`config.mk`:
```
export PLATFORM = sky130hd
export DESIGN_NAME = stall_ctrl
export DESIGN_NICKNAME = d
export VERILOG_FILES = /design/src/rtl/stall_ctrl.sv
export SDC_FILE = /design/constraint.sdc
export NUM_CORES = 1
export LEC_CHECK = 0
export CAP_MARGIN = 20
export CORE_MARGIN = 4
export CORE_UTILIZATION = 40
export DETAILED_ROUTE_END_ITERATION = 10
export HOLD_SLACK_MARGIN = 0.15
export PLACE_DENSITY_LB_ADDON = 0.05
export SLEW_MARGIN = 15
export SYNTH_ARGS = -nofsm -noshare
export SYNTH_HDL_FRONTEND = slang
export SYNTH_SLANG_ARGS = --single-unit
```
`constraint.sdc`:
```
create_clock -name clk -period 4 [get_ports clk]
set_input_delay 1 -clock clk [delete_from_list [all_inputs] [get_ports clk]]
set_output_delay 1 -clock clk [all_outputs]
set_load 0.005 [all_outputs]
```
`src/rtl/stall_ctrl.sv`:
```
// Pipeline stall/flush sequencer: times hazard stalls,
// squashes IF/ID on ID mispredicts, counts stall/flush events.
module stall_ctrl #(
  parameter int BR_LOAD_STALLS = 2,
  parameter int CNT_W          = 32
) (
  input  logic             clk,
  input  logic             rst,
  input  logic             load_stall,
  input  logic [1:0]       br_stall,
  input  logic             br_mispredict,
  output logic             pc_write,
  output logic             ifid_write,
  output logic             idex_bubble,
  output logic             ifid_flush,
  output logic             redirect_valid,
  output logic             hold_active,
  output logic [CNT_W-1:0] stall_cycles,
  output logic [CNT_W-1:0] flush_count
);

  typedef enum logic [1:0] {
    RUN  = 2'b01,
    HOLD = 2'b10
  } state_t;

  localparam bit HAS_HOLD = (BR_LOAD_STALLS > 1);
  localparam logic [2:0] HLOAD =
    3'(HAS_HOLD ? BR_LOAD_STALLS - 2 : 0);

  state_t     state, state_n;
  logic [2:0] hcnt, hcnt_n;
  logic       stall_now;

  // State and hold counter registers
  always_ff @(posedge clk or posedge rst) begin
    if (rst) begin
      state <= RUN;
      hcnt  <= '0;
    end else begin
      state <= state_n;
      hcnt  <= hcnt_n;
    end
  end

  // Next state: hazards are ignored while holding,
  // the detector only sees the bubble then
  always_comb begin
    state_n = state;
    hcnt_n  = hcnt;
    case (state)
      RUN: begin
        if (br_stall[1] && HAS_HOLD) begin
          state_n = HOLD;
          hcnt_n  = HLOAD;
        end
      end
      HOLD: begin
        if (hcnt == 3'd0) state_n = RUN;
        else hcnt_n = hcnt - 3'd1;
      end
      default: begin
        state_n = RUN;
        hcnt_n  = '0;
      end
    endcase
  end

  // Mealy stall/flush outputs; a stalled mispredict is
  // dropped because ID operands are not final yet
  always_comb begin
    hold_active    = (state == HOLD);
    stall_now      = hold_active | load_stall
                   | br_stall[0] | br_stall[1];
    pc_write       = ~stall_now;
    ifid_write     = ~stall_now;
    idex_bubble    = stall_now;
    redirect_valid = br_mispredict & ~stall_now & ~rst;
    ifid_flush     = redirect_valid;
  end

  // Saturating stall cycle counter
  always_ff @(posedge clk or posedge rst) begin
    if (rst)
      stall_cycles <= '0;
    else if (stall_now && (stall_cycles != '1))
      stall_cycles <= stall_cycles + CNT_W'(1);
  end

  // Saturating flush counter
  always_ff @(posedge clk or posedge rst) begin
    if (rst)
      flush_count <= '0;
    else if (ifid_flush && (flush_count != '1))
      flush_count <= flush_count + CNT_W'(1);
  end

endmodule

```
==> reports/metrics.cfg <==
[timing]
finalHoldViolCount = 0
fin_tns_setup_ns = 0
whs_ns = 0.489
setup_ws_ns = 0.287
rsz0062_at_grt = no
worstMarginPinSlew_ns = 0.875
fin_skew_ns = 0.00680
post-route-period-util = 0.928
maxSlewViolCount = 0
post-route-min-period_ns = 3.71
final-setup-viol-count = 0
slew-limit-headroom = 0.417
timing.fmax_mhz = 269

[global_route]
grt_pass1_vias = 2697
grt_antenna_before_repair = 0
grt_usage = 0.166
grt_max_degree = 70
grt_pass1_wl_um = 13500
grt_overflow = 0

[finish]
final_cell_mix = clkdlybuf4s50_1 (75), dfrtp_1 (68), xnor2_1 (42)
register_area_um2 = 1730
antennaDiodeCount = 0
final_common_cell = clkdlybuf4s50_1
area_delta_synth_final_pct = 30.3
multi_input_area_um2 = 1620
fillers = 768
layout-drive-gt1-share = 0.0786
instances_no_fill = 512
fin_nets = 413

[detailed_routing]
dr.pass1.iters = 4
vias = 2721
ant_nets = 0
wl_um = 7860
wl_per_cell_um = 15.3
drt-vias-per-instance = 5.31
route.detailed.drc = 0
drt_iter0_markers = 96

[min_path]
hp-class = reg -> reg

[power_and_ir_drop]
vdd_drop_max_mv = 0.211
switching_share = 0.273
p_int_uw = 1190
power_switching_uw = 449
power_frac_seq = 0.498
p_comb_frac = 0.188
total_power_uw = 1640
total_leakage_power_uw = 0.00191
powerDensity_nw_per_um2 = 367
clkPwrFrac = 0.314

[place]
dpl_worst_slack_ns = 0.286
dp_cells = 497
dp_hpwl_um = 5510
place_congestion = 0.765
port_buffers = 75

[critical_path]
worstPathArrival_ns = 2.71
cp-end-kind = output port
critPathLaunchType = primary input
required_ns = 3.00
critPathKind = in -> out
cp_max_fo = 5

[floorplanning]
io_pins = 76
num_rows = 33
dieWidth_um = 101
fp.dieArea_um2 = 10100
core-area_um2 = 8300
start_util = 0.414
die_h_um = 101

[clock_network]
cts_num_sinks = 69
post_cts_buffers = 0
cts_resized = 0
cts_tree = yes
path_clk_slew_ns = 0.07
clock_latency_ns = 0.33
root_buffer = clkbuf_8
clockBufferDepth = 2
hold_buffers = 0
htreeDepth = 3
cts_buffers = 9

[logic_synthesis]
synth_warnings = 0
synth-async-reset-ratio = 1.00
ys_ff_latch = 69
yosysSeqAreaShare = 0.503
synth_top_cell_by_area = dfrtp_1
synth_flop_cell = dfrtp_1
synth-edff-count = 0
syn_area_per_cell_um2 = 10.7
synthesis.instances = 322
syn_nets = 332
synth.distinct_cells = 39
synth_top_area_frac = 0.495
yosys-top-cells-area = dfrtp_1 (50%), xnor2_1 (11%), nand4_1 (5.1%)
syn_area_um2 = 3430

[run]
drv_cap = 0

[run_status]
outcome = finished clean

[path summary, 6_finish.rpt]
check	startpoint	to	slack, ns	cells after the start
worst max-delay path	load_stall	redirect_valid	0.29	5
worst min-delay path	flush_count[28]$_DFFE_PP0P_	flush_count[28]$_DFFE_PP0P_	0.49	1
worst max register to register	state[0]$_DFFE_PP1P_	flush_count[9]$_DFFE_PP0P_	1.81	6
worst min register to register	flush_count[28]$_DFFE_PP0P_	flush_count[28]$_DFFE_PP0P_	0.49	1
max in group asynchronous	rst	flush_count[1]$_DFFE_PP0P_	2.09	3
min in group asynchronous	rst	flush_count[21]$_DFFE_PP0P_	1.34	3
[metrics by stage]
| stage | cell area [um2] | utilization |
|---|---|---|
| floorplan | 3440 | - |
| global placement | 4300 | 0.518 |
| detailed placement | 4300 | 0.518 |
| CTS | 4480 | 0.539 |
| global route | 4480 | 0.539 |
| finish | 4480 | 0.539 |
[area by class of cell]
type / instances / area share
inverters: 9 / 0.00839
clock buffers: 14 / 0.0386
flip-flops and latches: 69 / 0.386
repair buffers: 79 / 0.174
clock inverters: 1 / 0.00112
well taps: 105 / 0.0294
multi-input cells: 235 / 0.362
[power by group through the flow]
| stage | Clock (uW) | Sequential, uW | Combinational [uW] |
|---|---|---|---|
| floorplan | 0 | 823 | 145 |
| global placement | 0 | 827 | 312 |
| detailed placement | 0 | 830 | 315 |
| CTS | 535 | 817 | 317 |
| global route | 565 | 830 | 347 |
| finish | 515 | 817 | 309 |
[worst max-delay path, stage by stage]
cell             delay (ns)
clkdlybuf4s50_1        0.44
nor3_2                 0.34
nand4_2                0.24
inv_2                  0.17
clkdlybuf4s50_1        0.52
[metal layers]
layer  routed length, um  vias up  GRT usage
met5                   0        -          0
met4                 127        0     0.0622
met3                 353       11     0.0332
met2                3480       59      0.237
met1                3890     1344      0.247
li1                    -     1307          -
[cells by family (layout without fill, tap and decap cells)]
logic type               Yosys count  in the layout  synth area share
AO/OA/AOI/OAI                     21             21            0.0455
flip-flops                        69             69             0.503
buffers and inverters             18            103            0.0251
AND/OR/NAND/NOR                  149            149             0.254
adder cells (fa/ha/maj)            4              4            0.0146
XOR/XNOR                          57             57             0.145
multiplexers                       4              4            0.0124
[flip-flops by register name (all words and copies together) (netlist names)]
register,cells
flush_count,32
stall_cycles,32
hcnt,3
state,2
[cell usage after synthesis (5+ instances only)]
| cell | instances |
|---|---|
| nor2_1 | 14 |
| dfrtp_1 | 68 |
| nand4_1 | 28 |
| inv_1 | 8 |
| nand3_1 | 27 |
| nand2_1 | 26 |
| a21oi_1 | 6 |
| xnor2_1 | 42 |
| and4_1 | 11 |
| xor2_1 | 15 |
| nor3_1 | 7 |
| and3_1 | 14 |
| and2_1 | 7 |
| o21ai_0 | 5 |
Note: power is estimated with default switching activity, not from simulation.
